File: src/rtl/hw_cpu_oci_trace_pkg.sv
// Shared types and helpers for the OCI trace capture buffer.
//   trace_state_e : capture state machine encoding
//   entry_width   : width of one stored FIFO entry {count, data}
//   sat_inc       : saturating increment for the dropped-word counter
package hw_cpu_oci_trace_pkg;

  typedef enum logic [1:0] {
    StCapture = 2'd0,
    StDrain   = 2'd1,
    StDone    = 2'd2
  } trace_state_e;

  function automatic int unsigned entry_width(input int unsigned data_w,
                                              input int unsigned count_w);
    return data_w + count_w;
  endfunction

  // Valid for widths 1..63; the value is held once it reaches all-ones.
  function automatic logic [63:0] sat_inc(input logic [63:0] val, input int unsigned width);
    logic [63:0] max_v;
    max_v = (64'd1 << width) - 64'd1;
    return (val >= max_v) ? val : val + 64'd1;
  endfunction

endpackage

File: src/rtl/hw_cpu_oci_trace_fifo.sv
// Generic show-ahead synchronous FIFO.
//   clk_i, rst_i      : clock, synchronous active-high reset
//   push_i, wdata_i   : write request and data (ignored when full unless popping)
//   pop_i             : advance head (ignored when empty)
//   rdata_o           : head entry, valid whenever empty_o=0
//   full_o, empty_o   : occupancy flags
//   level_o           : occupancy 0..DEPTH
module hw_cpu_oci_trace_fifo #(
  parameter int unsigned WIDTH = 34,
  parameter int unsigned DEPTH = 16
) (
  input  logic                       clk_i,
  input  logic                       rst_i,
  input  logic                       push_i,
  input  logic [WIDTH-1:0]           wdata_i,
  input  logic                       pop_i,
  output logic [WIDTH-1:0]           rdata_o,
  output logic                       full_o,
  output logic                       empty_o,
  output logic [$clog2(DEPTH+1)-1:0] level_o
);

  localparam int unsigned AW = $clog2(DEPTH);

  // Extra MSB on each pointer distinguishes full from empty.
  logic [AW:0]      wptr_q, rptr_q;
  logic [WIDTH-1:0] mem_q [DEPTH];
  logic             do_push, do_pop;

  assign empty_o = (wptr_q == rptr_q);
  assign full_o  = (wptr_q[AW] != rptr_q[AW]) && (wptr_q[AW-1:0] == rptr_q[AW-1:0]);
  assign level_o = wptr_q - rptr_q;
  assign rdata_o = mem_q[rptr_q[AW-1:0]];

  assign do_pop  = pop_i && !empty_o;
  // A pop in the same cycle frees the slot a full FIFO needs.
  assign do_push = push_i && (!full_o || do_pop);

  always_ff @(posedge clk_i) begin
    if (rst_i) begin
      wptr_q <= '0;
      rptr_q <= '0;
    end else begin
      if (do_push) wptr_q <= wptr_q + 1'b1;
      if (do_pop)  rptr_q <= rptr_q + 1'b1;
    end
  end

  always_ff @(posedge clk_i) begin
    if (do_push) mem_q[wptr_q[AW-1:0]] <= wdata_i;
  end

endmodule

File: src/rtl/hw_cpu_oci_trace_buffer.sv
// OCI data-capture-trace buffer: queues {dct_count, dct_buffer} entries for a debug
// reader, counts words dropped on overflow and drains cleanly at end of test.
//   clk, reset                  : clock, synchronous active-high reset
//   dct_buffer/count/valid      : trace word input; count=0 means nothing to capture
//   test_ending, test_has_ended : end-of-test sequencing
//   rd_ready/valid/data/count   : show-ahead read port
//   level, overflow, drop_cnt   : occupancy and loss accounting
//   capturing, done             : state indication
module hw_cpu_oci_trace_buffer
  import hw_cpu_oci_trace_pkg::*;
#(
  parameter int unsigned DATA_W  = 30,
  parameter int unsigned COUNT_W = 4,
  parameter int unsigned DEPTH   = 16,
  parameter int unsigned DROP_W  = 16
) (
  input  logic                       clk,
  input  logic                       reset,
  input  logic [DATA_W-1:0]          dct_buffer,
  input  logic [COUNT_W-1:0]         dct_count,
  input  logic                       dct_valid,
  input  logic                       test_ending,
  input  logic                       test_has_ended,
  input  logic                       rd_ready,
  output logic                       rd_valid,
  output logic [DATA_W-1:0]          rd_data,
  output logic [COUNT_W-1:0]         rd_count,
  output logic [$clog2(DEPTH+1)-1:0] level,
  output logic                       overflow,
  output logic [DROP_W-1:0]          drop_cnt,
  output logic                       capturing,
  output logic                       done
);

  localparam int unsigned EntryW = entry_width(DATA_W, COUNT_W);
  localparam int unsigned LevelW = $clog2(DEPTH+1);

  trace_state_e        state_q, state_d;
  logic                overflow_q, overflow_d;
  logic [DROP_W-1:0]   drop_cnt_q, drop_cnt_d;

  logic                fifo_full, fifo_empty;
  logic [LevelW-1:0]   fifo_level;
  logic [EntryW-1:0]   head;
  logic                pop, push_offer, push_ok, drop, empty_after;

  assign rd_valid   = !fifo_empty && (state_q != StDone);
  assign pop        = rd_valid && rd_ready;
  assign push_offer = (state_q == StCapture) && dct_valid && (dct_count != '0);
  assign push_ok    = push_offer && (!fifo_full || pop);
  assign drop       = push_offer && !push_ok;
  // No pushes happen outside capture, so only the pop can change level while draining.
  assign empty_after = (fifo_level == '0) || ((fifo_level == LevelW'(1)) && pop);

  hw_cpu_oci_trace_fifo #(
    .WIDTH (EntryW),
    .DEPTH (DEPTH)
  ) u_fifo (
    .clk_i   (clk),
    .rst_i   (reset),
    .push_i  (push_ok),
    .wdata_i ({dct_count, dct_buffer}),
    .pop_i   (pop),
    .rdata_o (head),
    .full_o  (fifo_full),
    .empty_o (fifo_empty),
    .level_o (fifo_level)
  );

  always_comb begin
    state_d = state_q;
    case (state_q)
      StCapture: if (test_ending || test_has_ended) state_d = StDrain;
      StDrain:   if (empty_after && test_has_ended) state_d = StDone;
      StDone:    state_d = StDone;
      default:   state_d = StCapture;
    endcase
  end

  always_comb begin
    overflow_d = overflow_q;
    drop_cnt_d = drop_cnt_q;
    if (drop) begin
      overflow_d = 1'b1;
      drop_cnt_d = DROP_W'(sat_inc(64'(drop_cnt_q), DROP_W));
    end
  end

  always_ff @(posedge clk) begin
    if (reset) begin
      state_q    <= StCapture;
      overflow_q <= 1'b0;
      drop_cnt_q <= '0;
    end else begin
      state_q    <= state_d;
      overflow_q <= overflow_d;
      drop_cnt_q <= drop_cnt_d;
    end
  end

  assign {rd_count, rd_data} = head;
  assign level     = fifo_level;
  assign overflow  = overflow_q;
  assign drop_cnt  = drop_cnt_q;
  assign capturing = (state_q == StCapture);
  assign done      = (state_q == StDone);

endmodule

File: config.mk
export PLATFORM = sky130hd
export DESIGN_NAME = hw_cpu_oci_trace_buffer
export DESIGN_NICKNAME = d
export VERILOG_FILES = /design/src/rtl/hw_cpu_oci_trace_pkg.sv /design/src/rtl/hw_cpu_oci_trace_fifo.sv /design/src/rtl/hw_cpu_oci_trace_buffer.sv
export SDC_FILE = /design/constraint.sdc
export NUM_CORES = 1
export LEC_CHECK = 0
export ABC_AREA = 0
export ABC_CLOCK_PERIOD_IN_PS = 5000
export CORE_ASPECT_RATIO = 1.4
export CORE_UTILIZATION = 30
export CTS_CLUSTER_SIZE = 28
export DETAILED_ROUTE_END_ITERATION = 7
export PLACE_DENSITY = 0.48
export SETUP_SLACK_MARGIN = 0.4
export SYNTH_ARGS = -nofsm -noshare
export SYNTH_HDL_FRONTEND = slang
export SYNTH_SLANG_ARGS = --single-unit
File: constraint.sdc
create_clock -name clk -period 5 [get_ports clk]
set_input_delay 0.5 -clock clk [delete_from_list [all_inputs] [get_ports clk]]
set_output_delay 0.5 -clock clk [all_outputs]
set_load 0.005 [all_outputs]
Yosys cells after proc, flatten, opt, wreduce, memory -nomap -nowiden
Memories as Yosys holds them, arrays and structs flattened. A register that Yosys moved wholly into a read port is not among the register bits.
Cells that the tools add are included.
{ "totals": {"ram_bits": 544, "in_bits": 40, "register_bits": 29, "out_inout_bits": 59, "n_memories": 1, "elab_cells": 51} }
{ "classes": {"magnitude_cmp": 1, "bitwise_logic": 1, "eq_ne": 9, "addsub": 4, "reduce_logical": 23, "n_mux": 7} }
{ "memory_table": {"columns": ["memory", "depth", "word_bits", "rd", "rd_ports_with_merged_regs", "write_ports", "line_no", "source"], "rows": [
  ["u_fifo.mem_q", 16, 34, 1, 1, 1, "hw_cpu_oci_trace_fifo.sv:27", "logic [WIDTH-1:0] mem_q [DEPTH];"]
]} }
{ "op_table": {"columns": ["operator", "count"], "rows": [
  ["adder 16 x 1 -> 16 bit, second input constant", 1],
  ["greater-or-equal comparator 16 bit, second input constant", 1],
  ["logical AND 1 bit", 11],
  ["adder 5 x 1 -> 5 bit, second input constant", 2],
  ["2-to-1 mux 4 bit", 2],
  ["case mux 2 bit (3 select lines)", 1],
  ["equality test 5 x 1 -> 1 bit, second input constant", 1],
  ["equality test 5 bit", 1],
  ["logical NOT 5 bit", 1],
  ["subtractor 5 bit", 1],
  ["equality test 4 bit", 1],
  ["logical OR 1 bit", 4],
  ["2-to-1 mux 2 bit", 2],
  ["inequality test 2 bit, second input constant", 2],
  ["AND reduction 2 bit", 2],
  ["nonzero test 4 bit", 1],
  ["logical NOT 1 bit", 3],
  ["equality test 2 x 1 -> 1 bit, second input constant", 1],
  ["equality test 2 bit, second input constant", 1],
  ["logical NOT 2 bit", 1],
  ["2-to-1 mux 1 bit", 2],
  ["inequality test 2 x 1 -> 1 bit, second input constant", 1],
  ["inequality test 1 bit", 1],
  ["inverter 1 bit", 1]
]} }

Longest topological paths before layout
{ "depth": {"word_depth": 9, "depth_mapped": 10, "depth_no_buf": 10} }

By module
Synthesis repeated with hierarchy kept, for this count alone.
{ "hier_totals": {"cells_unflattened": 1063, "area_unflattened_um2": 22255.1} }
{ "by_module_without_submodules": {"columns": ["module", "cells_each", "area_per_inst_um2", "instances", "seq_area_each_um2"], "rows": [
  ["hw_cpu_oci_trace_fifo", 931, 21141.5, 1, 16615.9],
  ["hw_cpu_oci_trace_buffer", 132, 1113.6, 1, 380.4]
]} }

Worst setup path after synthesis
Ideal clock, no wire load.
{ "synth_timing": {"path_type": "flip-flop to flip-flop", "start": "register u_fifo.wptr_q[0]", "end": "memory u_fifo.mem_q[0][0] (enable)", "arrival_ns": 3.737, "period_less_slack_ns": 4.205, "t_required_ns": 4.532, "n_path_buf": 1, "stages_incl_launch_ff": 9, "path_slack_ns": 0.795, "path_cell_list": "dfxtp_1 > inv_1 > ha_1 > nand4_1 > nand3b_2 > nor2b_1 > buf_2 > nand2_1 > nor3_1"} }
{ "synth_between": {"elab_chain_cells": 9} }
{ "synth_rtl": {"columns": ["element", "line_no", "source"], "rows": [
  ["start, declared", "hw_cpu_oci_trace_fifo.sv:26", "logic [AW:0] wptr_q, rptr_q;"],
  ["start signal, assigned", "hw_cpu_oci_trace_fifo.sv:44", "if (do_push) wptr_q <= wptr_q + 1'b1;"],
  ["equality test 5 bit", "hw_cpu_oci_trace_fifo.sv:30", "assign empty_o = (wptr_q == rptr_q);"],
  ["logical NOT 1 bit", "hw_cpu_oci_trace_fifo.sv:35, hw_cpu_oci_trace_buffer.sv:47", null],
  ["logical AND 1 bit", "hw_cpu_oci_trace_buffer.sv:47", "assign rd_valid = !fifo_empty && (state_q != StDone);"],
  ["logical AND 1 bit", "hw_cpu_oci_trace_buffer.sv:48", "assign pop = rd_valid && rd_ready;"],
  ["logical OR 1 bit / logical AND 1 bit (equally long branches)", "hw_cpu_oci_trace_buffer.sv:50, hw_cpu_oci_trace_fifo.sv:35", null],
  ["logical AND 1 bit / logical OR 1 bit (equally long branches)", "hw_cpu_oci_trace_buffer.sv:50, hw_cpu_oci_trace_fifo.sv:37", null],
  ["logical AND 1 bit", "hw_cpu_oci_trace_fifo.sv:37", "assign do_push = push_i && (!full_o || do_pop);"],
  ["2-to-1 mux 1 bit", "hw_cpu_oci_trace_fifo.sv:50", "if (do_push) mem_q[wptr_q[AW-1:0]] <= wdata_i;"],
  ["2-to-1 mux 1 bit (implied by the code)", "hw_cpu_oci_trace_fifo.sv:50", null],
  ["end, declared", "hw_cpu_oci_trace_fifo.sv:27", null]
]} }
Parallel ways exist; a longest one is shown, timed or not.

==> results.ini <==
[cts]
clock_sinks = 577
clock_latency_ns = 0.64
cts_root_buf = clkbuf_16
clkTransAtPathRegs_ns = 0.07
clk_path_buf_depth = 3
cts_buffers = 56
post_cts_resized = 0
htreeDepth = 2
cts_tree = done
cts_hold_buf = 0
cts_setup_buffers = 0

[synthesis]
synthXorXnorAreaFrac = 0.00980
yosysWarnings = 0
synth_nets = 1021
synth_edf_count = 544
post_synth.cell_area_avg_sq_um = 23.0
yosys.area_share.simple = 0.0272
synth_seq_cells = 577
synth_top_family_by_area = multiplexers
synth_compound_area_frac = 0.00338
synth_cells = 967
ys_seq_area_frac = 0.765
netlist_area_sq_um = 22200
synth_async_sr_flop_share = 0
synth_fa_ha_area_frac = 0.00823
synthFlopType = edfxtp_1
synth_cell_types = 43
muxShareOfSynthArea = 0.173

[power]
p_per_area_nw_per_um2 = 442
ir_worst_vdd_v = 0.000275
fin_total_pwr_uw = 11700
leakage_uw = 0.00791

[routing]
vias_per_cell = 4.77
drt-wirelength-per-cell_um = 24.5
dr.pass1.iters = 4
via_count = 10100
drt_iter0_drc = 706
drt_wl_total_um = 51800
ant_nets = 0
drc = 0

[sta]
finalSetupTns_ns = 0
final-hold-violation-count = 0
rsz0062_at_grt = no
finalMaxSlewViolations = 0
relSlewSlack = 0.348
finalClockSkew_ns = 0.0303
setup_slack_ns = 0.973
tightest_slew_ns = 0.978
fin_crit_ns = 4.03
clock.fmax_ghz = 0.248
fin_crit_sh = 0.805
setup_viol = 0
timing.hold.ws_ns = 0.490

[floorplanning]
start_util = 0.304
fp.dieArea_sq_um = 75100
io_pins = 99
fp.dieH_um = 324
core_area_sq_um = 73000
die_w_um = 232
row_count = 117

[setup_path]
max_stage_delay_ns = 0.77
critPathRequiredTime_ns = 4.50
critical-path-slowest-cell = dfxtp_4
path_cells = buf_4 > mux4_2 > mux4_2 > clkdlybuf4s50_1
critPathArrivalTime_ns = 3.53
cp-start-kind = flop
worst-path-max-fanout = 28
cp-end-kind = output pin
crit_family = multiplexers
path_buf_inv = 2
cpMostUsedCell = mux4_2
path_class = flop to output pin

[layout]
nets = 1168
syn_to_final_growth_pct = 18.9
fin_util = 0.362
n_fill_cell = 6638
drive_gt1_frac = 0.271
mostFrequentLayoutCells = edfxtp_1 (544), mux4_2 (170), clkdlybuf4s50_1 (98)
final_common_cell = edfxtp_1
antennaDiodeCount = 0

[grt]
grt_pass1_wl_um = 76200
grt_util_all_layers = 0.141
grt_max_degree = 53
grt-ovfl-total = 0
antenna_found_initial = 0
grt_pass1_vias = 11100

[place]
place_ws_ns = 1.22
portBuffers = 98
place_congestion = 0.702
dp_hpwl_um = 30800

[flow_run]
maxCapViolCount = 0

[min_path]
min_path_type = flop to flop

[outcome]
outcome = completed

-- through the flow --
stage	cell area [sq um]	cells
after global placement	24600	2008
after CTS	26400	2111
after detailed placement	24600	2008
final	26400	2111
after global routing	26400	2111
after floorplan	22200	967
-- sequential cells by signal, summed over array words and instances (netlist names), named ones only --
name	count
u_fifo.mem_q	544
drop_cnt	16
overflow	1
u_fifo.rptr_q	5
state_q	2
u_fifo.wptr_q	5
-- Yosys cell counts, types with 3 or more instances --
library cell    n  area share
nor3_1          7      0.0016
edfxtp_1      544        0.74
nand4_1         7      0.0020
mux4_2        170        0.17
xor2_1         12      0.0047
nand2b_1        4      0.0011
dfxtp_1        33       0.030
clkbuf_1       20      0.0034
xnor2_1        11      0.0043
buf_2          14      0.0032
inv_1          10      0.0017
nor3_2          4      0.0018
nand2_1        12      0.0020
a21oi_1         7      0.0016
nor2_1         49      0.0083
nand3_1        10      0.0023
nand3b_1        3      0.0010
ha_1           13      0.0073
buf_6           7      0.0036
-- metal layers --
layer  wire, um  vias up  GRT usage  share of wire
li1           -     4363          -              -
met1      21800     5416      0.176           0.42
met2      26800      218      0.247           0.52
met3       1850       74     0.0237          0.036
met4       1330        0     0.0446          0.026
met5          0        -          0              0
-- logic make-up (layout without fill, tap and decap cells) --
kind of cell,count (synthesis),count (layout)
and+or+nand+nor,112,112
buffers and inverters,55,247
xor gates and xnor gates,24,24
adders and majority gates,14,14
AOI/OAI and AO/OA,13,13
muxes,172,172
DFF,577,577
-- cell type report --
type                       count  area (sq um)  share of cell area
clock buffer                  73          1490              0.0562
clock inverter                30           298              0.0113
timing repair buffer         134          1350              0.0512
sequential                   577         17000               0.644
inverter                      10          37.5             0.00142
multi-input combinational    335          5040               0.191
tap                          952          1190              0.0451
-- power by group --
group	leakage, uW	switching, uW	internal [uW]
Clock	0.000862	1850	2310
Sequential	0.00517	110	5460
Combinational	0.00188	888	1060
-- tightest hold or removal path: cells and delay by family (launching register included) --
kind	cells	cell delay, ns
flip-flops	1	0.34
AND/OR/NAND/NOR	2	0.12
-- worst paths after layout --
check                                              startpoint                             to  slack, ns  cells after the start
worst max register to register  u_fifo.wptr_q[2]$_SDFFE_PP0P_  u_fifo.mem_q[8][29]$_DFFE_PP_       1.73                      8
worst min register to register          overflow$_SDFFE_PP0P_          overflow$_SDFFE_PP0P_       0.49                      2
worst min-delay path                    overflow$_SDFFE_PP0P_          overflow$_SDFFE_PP0P_       0.49                      2
worst max-delay path                                     flop                    rd_data[28]       0.97                      4
No activity file was read; power rests on OpenSTA's default activity.
